--- config.mk ---
export PLATFORM = sky130hd
export DESIGN_NAME = gate_pulse_monitor
export DESIGN_NICKNAME = d
export VERILOG_FILES = /design/src/rtl/gate_pulse_monitor.sv
export SDC_FILE = /design/constraint.sdc
export NUM_CORES = 1
export LEC_CHECK = 0
export ABC_AREA = 1
export CORE_MARGIN = 1
export CORE_UTILIZATION = 55
export DETAILED_ROUTE_END_ITERATION = 6
export PLACE_DENSITY = 0.89
export SKIP_CTS_REPAIR_TIMING = 1
export SLEW_MARGIN = 10
export SYNTH_ARGS = -nofsm -noshare
export SYNTH_HDL_FRONTEND = slang
export SYNTH_SLANG_ARGS = --single-unit
--- constraint.sdc ---
create_clock -name clk -period 7.52 [get_ports clk]
set_clock_uncertainty 0.15 [all_clocks]
set_input_delay 0.752 -clock clk [delete_from_list [all_inputs] [get_ports clk]]
set_output_delay 0.752 -clock clk [all_outputs]
set_load 0.05 [all_outputs]
--- src/rtl/gate_pulse_monitor.sv ---
// rtl/gate_pulse_monitor.sv - receive-side rise/fall/width checker for one gate bit per laser period
//
// Samples gate_data_in[bit_sel] against the shared laser period counter and
// reports, for each full period, the first rise, the first fall after it,
// the pulse width and error flags through a single-entry valid/ready result.
//
// Ports:
//   clk, rst                 clock, synchronous active-high reset
//   laser_cnt_in, laser_freq laser period counter and its terminal value
//   gate_data_in             gate bus under test
//   bit_sel, meas_cycles     bit to watch and period count (0 = run until stop), latched on start
//   start, stop              arm / abort pulses
//   busy, done               run in progress, one-cycle completion pulse
//   result_*                 per-period result, held until result_ready
//   overflow                 sticky: a result was dropped while one was pending
module gate_pulse_monitor #(
    parameter int CNT_WIDTH = 32,
    parameter int GATE_BITS = 10,
    parameter int SEL_WIDTH = 4
) (
    input  logic                 clk,
    input  logic                 rst,
    input  logic [CNT_WIDTH-1:0] laser_cnt_in,
    input  logic [CNT_WIDTH-1:0] laser_freq,
    input  logic [GATE_BITS-1:0] gate_data_in,
    input  logic [SEL_WIDTH-1:0] bit_sel,
    input  logic [7:0]           meas_cycles,
    input  logic                 start,
    input  logic                 stop,
    output logic                 busy,
    output logic                 done,
    output logic                 result_valid,
    input  logic                 result_ready,
    output logic [CNT_WIDTH-1:0] result_rise,
    output logic [CNT_WIDTH-1:0] result_fall,
    output logic [CNT_WIDTH-1:0] result_width,
    output logic [2:0]           result_flags,
    output logic [7:0]           result_idx,
    output logic                 overflow
);

    typedef enum logic [1:0] {
        S_IDLE,
        S_ARM,
        S_MEAS,
        S_DONE
    } state_t;

    state_t state, state_nx;

    logic [SEL_WIDTH-1:0]      sel_q;
    logic [7:0]                meas_n;
    logic [7:0]                idx;
    logic [(1<<SEL_WIDTH)-1:0] gate_ext;
    logic                      g, g_q, rise_e, fall_e, hit, period_end;

    // Per-period capture state
    logic                 have_rise, have_fall, multi;
    logic [CNT_WIDTH-1:0] rise_ts, fall_ts;

    // Capture state including an edge seen on the current cycle
    logic                 c_have_rise, c_have_fall, c_multi;
    logic [CNT_WIDTH-1:0] c_rise_ts, c_fall_ts;

    // Zero-extend the bus so an out-of-range bit_sel reads a constant low.
    always_comb begin
        gate_ext                = '0;
        gate_ext[GATE_BITS-1:0] = gate_data_in;
    end

    assign g      = gate_ext[sel_q];
    assign rise_e = g & ~g_q;
    assign fall_e = ~g & g_q;
    assign hit    = (laser_cnt_in >= laser_freq);

    // The hit-cycle sample still belongs to the ending period, so the result
    // is built from the capture state merged with this cycle's edge.
    assign c_have_rise = have_rise | rise_e;
    assign c_rise_ts   = have_rise ? rise_ts : laser_cnt_in;
    assign c_multi     = multi | (rise_e & have_rise);
    assign c_have_fall = have_fall | (fall_e & have_rise);
    assign c_fall_ts   = have_fall ? fall_ts : laser_cnt_in;

    // stop wins over a coincident boundary: an aborted run reports nothing.
    assign period_end = (state == S_MEAS) && hit && !stop;

    assign busy = (state == S_ARM) || (state == S_MEAS);
    assign done = (state == S_DONE);

    always_comb begin
        state_nx = state;
        case (state)
            S_IDLE: if (start) state_nx = S_ARM;
            S_ARM: begin
                if (stop)     state_nx = S_IDLE;
                else if (hit) state_nx = S_MEAS;
            end
            S_MEAS: begin
                if (stop) state_nx = S_IDLE;
                else if (hit && (meas_n != 8'd0) && ((idx + 8'd1) == meas_n))
                    state_nx = S_DONE;
            end
            S_DONE:  state_nx = S_IDLE;
            default: state_nx = S_IDLE;
        endcase
    end

    always_ff @(posedge clk) begin
        if (rst) begin
            state        <= S_IDLE;
            sel_q        <= '0;
            meas_n       <= '0;
            idx          <= '0;
            g_q          <= 1'b0;
            have_rise    <= 1'b0;
            have_fall    <= 1'b0;
            multi        <= 1'b0;
            rise_ts      <= '0;
            fall_ts      <= '0;
            result_valid <= 1'b0;
            result_rise  <= '0;
            result_fall  <= '0;
            result_width <= '0;
            result_flags <= '0;
            result_idx   <= '0;
            overflow     <= 1'b0;
        end else begin
            state <= state_nx;
            // g_q is not cleared at boundaries: a gate held high across one
            // must not look like a fresh rise in the new period.
            g_q   <= g;

            if ((state == S_IDLE) && start) begin
                sel_q    <= bit_sel;
                meas_n   <= meas_cycles;
                idx      <= '0;
                overflow <= 1'b0;
            end

            if ((state == S_MEAS) && !period_end && !stop) begin
                have_rise <= c_have_rise;
                have_fall <= c_have_fall;
                multi     <= c_multi;
                rise_ts   <= c_rise_ts;
                fall_ts   <= c_fall_ts;
            end else begin
                have_rise <= 1'b0;
                have_fall <= 1'b0;
                multi     <= 1'b0;
                rise_ts   <= '0;
                fall_ts   <= '0;
            end

            if (period_end) begin
                idx <= idx + 8'd1;
            end

            if (period_end && !(result_valid && !result_ready)) begin
                result_valid <= 1'b1;
                result_idx   <= idx;
                result_rise  <= c_have_rise ? c_rise_ts : '0;
                result_fall  <= (c_have_rise && c_have_fall) ? c_fall_ts : '0;
                result_width <= (c_have_rise && c_have_fall) ? (c_fall_ts - c_rise_ts) : '0;
                result_flags <= {c_multi, c_have_rise & ~c_have_fall, ~c_have_rise};
            end else begin
                if (period_end) begin
                    overflow <= 1'b1;
                end
                if (result_valid && result_ready) begin
                    result_valid <= 1'b0;
                    result_rise  <= '0;
                    result_fall  <= '0;
                    result_width <= '0;
                    result_flags <= '0;
                    result_idx   <= '0;
                end
            end
        end
    end

endmodule

==> flow_metrics.py, run 1 <==
metrics = {
    "drt": {
        "drc_errors": 0,
        "wl_um": 32300,
        "viasPerCell": 5.44,
        "avgRoutedWirePerCell_um": 15.3,
        "drtAntennaViolNets": 0,
        "dr.pass1.iters": 5,
        "via_count": 11428,
        "drt_iter0_markers": 726,
    },
    "sta": {
        "rsz0062_at_grt": "false",
        "min_period_over_period_pct": 59.8,
        "slew_violations": 0,
        "period_needed_ns": 4.50,
        "slew_headroom_pct": 21.1,
        "setup_ws_ns": 3.02,
        "setup_viol": 0,
        "finalHoldViolCount": 0,
        "setup_tns_ns": 0,
        "max_freq_mhz": 222,
        "worst_slew_pin_slew_ns": 1.18,
    },
    "cells_and_area": {
        "layout-drive-gt1-share_pct": 4.64,
        "area_delta_synth_final_pct": 22.8,
        "layout.nets": 1980,
        "antenna_cells": 0,
    },
    "synth": {
        "yosys.cell_count.top_type": "nand2_1",
        "synth_warnings": 0,
        "synth_nets": 1830,
        "synth_ff_type": "dfxtp_1",
        "async_flop_share_pct": 0,
        "ys_top_cells_by_count": "nand2_1 (384), nor2_1 (243), dfxtp_1 (199), inv_1 (182), a21oi_1 (164)",
        "synth_top_cells_by_area": "dfxtp_1 (35%), nand2_1 (13%), nor2_1 (8.1%), ha_1 (7.6%), a21oi_1 (7.3%)",
        "synth_edf_count": 0,
        "netlist_area_sq_um": 11300,
        "synth_cells": 1669,
        "synth_seq_cells": 199,
        "avgSynthCellArea_sq_um": 6.77,
        "ys_seq_area_share_pct": 35.2,
        "yosys.area.top_type_share_pct": 35.2,
        "synth.distinct_cells": 38,
        "synth_top_cell_by_area": "dfxtp_1",
    },
    "worst_setup_path": {
        "cpPeakStageDelay_ns": 0.83,
        "cp_data_arrival_time_ns": 4.71,
        "cp_cell_sequence": "clkdlybuf4s50_1 -> ha_1 -> nand2_1 -> nor2_1 -> nand4_1 -> a21oi_1 -> nor2_1 -> nand2_2 -> nand2_4 -> nor2_4 -> buf_4 -> nand2_1 -> a21oi_1",
        "cp-end-kind": "register",
        "critPathKind": "in2reg",
        "crit_family": "simple AND/OR/NAND/NOR gates",
        "crit_required_ns": 7.73,
        "start_kind": "input port",
        "cpMaxStageDelayCell": "nor2_4",
        "cp_max_fo": 56,
        "critPathBufInv": 2,
    },
    "placed_design": {
        "hpwl_um": 23300,
        "dp_slack_ns": 2.63,
        "io_buffers": 201,
        "gp_congestion": 0.931,
    },
    "floorplan": {
        "die_x_um": 145,
        "die_h_um": 145,
        "core_area_sq_um": 20200,
        "ios": 202,
        "start_util_pct": 56.0,
        "die_area_sq_um": 21100,
        "rows": 52,
    },
    "power_and_ir_drop": {
        "power_frac_seq_pct": 41.1,
        "intPower_uw": 1780,
        "power_frac_comb_pct": 26.7,
        "clkPwrFrac_pct": 32.2,
        "power_switching_uw": 953,
        "power_density_nw_per_um2": 197,
        "peakVddDrop_mv": 0.192,
        "p_leak_uw": 0.00599,
        "swShare_pct": 34.9,
    },
    "clock_tree": {
        "clockRootBuffer": "clkbuf_16",
        "clock_latency_ns": 0.45,
        "cts-buffers-inserted": 17,
        "clockBufferDepth": 2,
        "htree_levels": 4,
        "cts_tree": "built",
        "clk_pin_slew_ns": 0.08,
        "cts_sinks": 199,
    },
    "global_routing": {
        "grt_overflow_total": 0,
        "antenna_found_initial": 0,
        "grt_pass1_wl_um": 52700,
        "grt_use_met1_pct": 35.6,
        "grt.busiest_layer": "met2",
        "grt_usage_pct": 30.8,
        "met2_usage_pct": 55.4,
        "grt_use_met3_pct": 4.64,
        "first_global_vias": 11101,
        "grt_max_degree": 108,
    },
    "run": {
        "cap_violations": 0,
    },
    "hold_path": {
        "hold_path_class": "reg2reg",
    },
    "outcome": {
        "status": "finished clean",
    },
}
==> layout make-up <==
| cell class | count | area (sq um) |
|---|---|---|
| well taps | 270 | 338 |
| inverters | 184 | 691 |
| fillers | 1735 | 6290 |
| repair buffers | 208 | 2060 |
| clock inverters | 14 | 120 |
| clock buffers | 18 | 439 |
| flip-flops and latches | 199 | 3990 |
| multi-input cells | 1209 | 6250 |
==> power groups by stage <==
| stage | registers, uW | logic, uW | clock network [uW] |
|---|---|---|---|
| 5_1_grt | 1130 | 809 | 927 |
| 3_5_place_dp | 1150 | 715 | 0 |
| 6_report | 1120 | 729 | 881 |
| 3_3_place_gp | 1150 | 700 | 0 |
| 4_1_cts | 1120 | 725 | 883 |
| 2_1_floorplan | 1160 | 499 | 0 |
==> final timing paths <==
kind | from | endpoint | slack, ns | cells past startpoint
worst min register to register | overflow$_SDFF_PP0_ | overflow$_SDFF_PP0_ | 0.32 | 2
worst min-delay path | overflow$_SDFF_PP0_ | overflow$_SDFF_PP0_ | 0.32 | 2
worst max register to register | have_fall$_SDFF_PP0_ | result_width[16]$_SDFFE_PP0P_ | 3.84 | 15
worst max-delay path | laser_cnt_in[31] | result_fall[7]$_SDFFE_PP0P_ | 3.02 | 13
==> per-layer routing <==
layer	wire (um)	part of all wire [%]	vias to the layer above
met4	1130	3.5	0
met2	16300	50	449
met1	13100	40	5250
met5	0	0	-
met3	1810	5.6	94
li1	-	-	5635
==> worst min-delay path, stage by stage, from the launching register on <==
cell	delay (ns)
dfxtp_1	0.32
nand2_1	0.06
a21oi_1	0.06
==> sequential cells by signal, indices dropped and copies added, names as in the netlist <==
name and cells:
fall_ts 32, g_q 1, have_fall 1, have_rise 1
idx 8, meas_n 8, multi 1, overflow 1
result_fall 32, result_flags 3, result_idx 8, result_rise 32
result_valid 1, result_width 32, rise_ts 32, sel_q 4
state 2
==> kinds of logic after synthesis <==
logic type	synth area share, %
and+or+nand+nor	32.3
buffers and inverters	9.55
adders and majority gates	7.81
xor gates and xnor gates	1.83
DFF	35.2
muxes	2.83
AOI/OAI and AO/OA	10.4
==> cell usage in the layout (no fill, tap or decap), types with 2 or more instances in the layout <==
cell type | netlist | routed
nand2_1 | 384 | 383
nor2_1 | 243 | 243
clkdlybuf4s50_1 | 0 | 200
dfxtp_1 | 199 | 198
inv_1 | 182 | 182
a21oi_1 | 164 | 164
nand3_1 | 153 | 153
ha_1 | 69 | 69
o21ai_0 | 48 | 48
or2_2 | 32 | 32
mux2i_1 | 32 | 32
xnor2_1 | 19 | 19
clkbuf_16 | 0 | 17
nand4_1 | 14 | 14
nand3b_1 | 13 | 13
nor3_1 | 8 | 8
buf_4 | 8 | 8
o21bai_1 | 6 | 6
o21a_1 | 4 | 4
clkinvlp_4 | 0 | 4
clkinv_4 | 0 | 4
nand2_4 | 2 | 3
nand2_2 | 2 | 2
inv_2 | 2 | 2
a21o_1 | 2 | 2
xor2_1 | 2 | 2
clkinv_2 | 0 | 2
inv_6 | 0 | 2
==> per-stage QoR <==
stage | utilization, % | cells | total power (uW) | hold WS, ns | instance area [sq um]
after floorplan | - | 1669 | 1660 | 0.282 | 11300
after global placement | 66.1 | 2070 | 1850 | 0.292 | 13300
after detailed placement | 66.1 | 2070 | 1860 | 0.311 | 13300
after CTS | 68.8 | 2102 | 2730 | 0.321 | 13900
after global routing | 68.8 | 2102 | 2860 | 0.340 | 13900
final | 68.8 | 2102 | 2730 | 0.323 | 13900
Note: power is estimated with default switching activity, not from simulation.
==> run 2, diff against run 1 <==
- CORE_UTILIZATION: 55 -> 48
- PLACE_DENSITY: 0.89 -> 0.83
- clock period: 7.52 -> 3.8 ns (I/O delays scaled with it)
==> run 2 against run 1 <==
  * Global-route usage fell by 3.6 points
  * Flip-flop and latch count stayed put
  * Critical path depth up 6
  * Total power is 100% higher
  * Worst hold slack worse by 0.023 ns
  * First-iteration DRC count is 13% higher
  * Final cell count is 2.2% higher
  * Non-clock buffer count rose by 4
  * Combinational power grew 96%
  * Count of clock-buffer cells in the layout up 2
  * Clock power grew 110%
  * Die area is 14% higher
  * Critical path type is now reg2reg
  * Critical endpoint is now result_width[29]$_SDFFE_PP0P_
==> flow_metrics.py, run 2 (synthesized netlist as in run 1, its figures left out) <==
metrics = {
    "sta": {
        "setup_tns_ns": 0,
        "rsz0062_at_grt": "false",
        "slew_headroom_pct": 21.8,
        "worst_slew_pin_slew_ns": 1.17,
        "finalHoldViolCount": 0,
        "setup_viol": 0,
        "min_period_over_period_pct": 86.0,
        "slew_violations": 0,
        "max_freq_mhz": 306,
        "period_needed_ns": 3.27,
    },
    "floorplan": {
        "ios": 202,
        "die_x_um": 155,
        "die_h_um": 155,
        "die_area_sq_um": 24200,
        "core_area_sq_um": 22800,
        "rows": 55,
        "start_util_pct": 49.5,
    },
    "power_and_ir_drop": {
        "clkPwrFrac_pct": 33.5,
        "power_frac_seq_pct": 40.5,
        "swShare_pct": 33.4,
        "p_leak_uw": 0.00605,
        "power_uw": 5490,
        "power_switching_uw": 1840,
        "intPower_uw": 3660,
        "power_density_nw_per_um2": 391,
        "power_frac_comb_pct": 26.0,
        "peakVddDrop_mv": 0.560,
    },
    "global_routing": {
        "grt_pass1_wl_um": 52700,
        "grt_max_degree": 108,
        "antenna_found_initial": 0,
        "first_global_vias": 10816,
        "grt_usage_pct": 27.1,
        "grt_overflow_total": 0,
    },
    "cells_and_area": {
        "antenna_cells": 0,
        "final_cell_mix": "nand2_1 (383), nor2_1 (243), clkdlybuf4s50_1 (200)",
        "layout-drive-gt1-share_pct": 4.69,
        "final-seq-area_sq_um": 3990,
        "layout.nets": 1984,
        "fin_util_pct": 61.5,
        "fillers": 2156,
        "area_delta_synth_final_pct": 24.3,
        "final_common_cell": "nand2_1",
        "multi_input_area_sq_um": 6250,
        "finalNonFillerCells": 2148,
    },
    "worst_setup_path": {
        "start_kind": "register",
        "critPathBufInv": 4,
        "crit_family": "simple AND/OR/NAND/NOR gates",
        "cp_cell_sequence": "inv_1 -> buf_12 -> or2_2 -> o21ai_0 -> inv_1 -> ha_1 -> nand2_1 -> nor2_1 -> inv_1 -> nor3_1 -> nand2_1 -> nand2_1 -> nand2_1 -> nand2_1 -> nand2_1 -> nand2_1 -> nor2_1 -> nand2_1 -> a21oi_1",
        "cp-end-kind": "register",
        "cpMaxStageDelayCell": "ha_1",
        "cpPeakStageDelay_ns": 0.39,
        "cpMostUsedCell": "nand2_1",
        "cp_data_arrival_time_ns": 3.42,
        "crit_required_ns": 3.95,
        "cp_max_fo": 27,
        "critPathKind": "reg2reg",
    },
    "outcome": {
        "status": "finished clean",
    },
    "drt": {
        "wl_um": 32200,
        "via_count": 11206,
        "viasPerCell": 5.22,
        "dr.pass1.iters": 7,
        "avgRoutedWirePerCell_um": 15.0,
        "drc_errors": 0,
        "drtAntennaViolNets": 0,
        "drt_iter0_markers": 820,
    },
    "clock_tree": {
        "cts_tree": "built",
        "cts_sinks": 199,
        "cts-buffers-inserted": 17,
        "htree_levels": 4,
        "clock_latency_ns": 0.44,
        "clockRootBuffer": "clkbuf_16",
        "clockBufferDepth": 2,
        "clk_pin_slew_ns": 0.07,
    },
    "placed_design": {
        "hpwl_um": 23500,
        "dpl.cell_count": 2117,
        "gp_congestion": 0.951,
        "io_buffers": 201,
    },
    "run": {
        "cap_violations": 0,
    },
    "hold_path": {
        "hold_path_class": "in2reg",
    },
}
run 2: per-stage QoR:
step | hold slack [ns] | instance area, sq um | worst slack (ns)
floorplan | 0.282 | 11300 | 1.03
global placement | 0.292 | 13500 | 0.286
detailed placement | 0.303 | 13500 | 0.199
CTS | 0.311 | 14100 | 0.549
global route | 0.336 | 14100 | 0.300
finish | 0.300 | 14100 | 0.532
run 2: path summary, 6_finish.rpt:
kind | depth (start not counted) | endpoint | slack [ns] | startpoint
hold / removal | 2 | result_flags[2]$_SDFFE_PP0P_ | 0.30 | rst
setup reg to reg | 19 | result_width[29]$_SDFFE_PP0P_ | 0.53 | have_fall$_SDFF_PP0_
setup / recovery | 19 | result_width[29]$_SDFFE_PP0P_ | 0.53 | have_fall$_SDFF_PP0_
hold reg to reg | 2 | multi$_SDFF_PP0_ | 0.31 | multi$_SDFF_PP0_
run 2: per-layer routing:
layer | vias up | share of wire [%] | global-route usage, %
met4 | 0 | 3.3 | 12.6
met1 | 5111 | 41 | 31.6
met3 | 75 | 5.6 | 4.37
li1 | 5639 | - | -
met2 | 381 | 50 | 48.6
met5 | - | 0 | 0
run 2: power groups by stage:
stage,Sequential [uW],Combinational [uW],Clock [uW]
2_1_floorplan,2290,987,0
3_3_place_gp,2270,1390,0
3_5_place_dp,2270,1410,0
4_1_cts,2220,1420,1850
5_1_grt,2230,1600,1940
6_report,2220,1430,1840
run 2: cell type report:
type	count	area share, %
timing repair buffer	212	15.3
clock inverter	11	0.979
sequential	199	28.4
inverter	184	4.91
tap	313	2.79
clock buffer	20	3.18
multi-input combinational	1209	44.5
run 2: worst register-to-register path: stages (launching register included):
cell and delay [ns]:
dfxtp_1 0.35, inv_1 0.17, buf_12 0.23, or2_2 0.29
o21ai_0 0.22, inv_1 0.10, ha_1 0.39, nand2_1 0.13
nor2_1 0.16, inv_1 0.09, nor3_1 0.13, nand2_1 0.08
nand2_1 0.15, nand2_1 0.10, nand2_1 0.07, nand2_1 0.05
nand2_1 0.07, nor2_1 0.04, nand2_1 0.11, a21oi_1 0.06
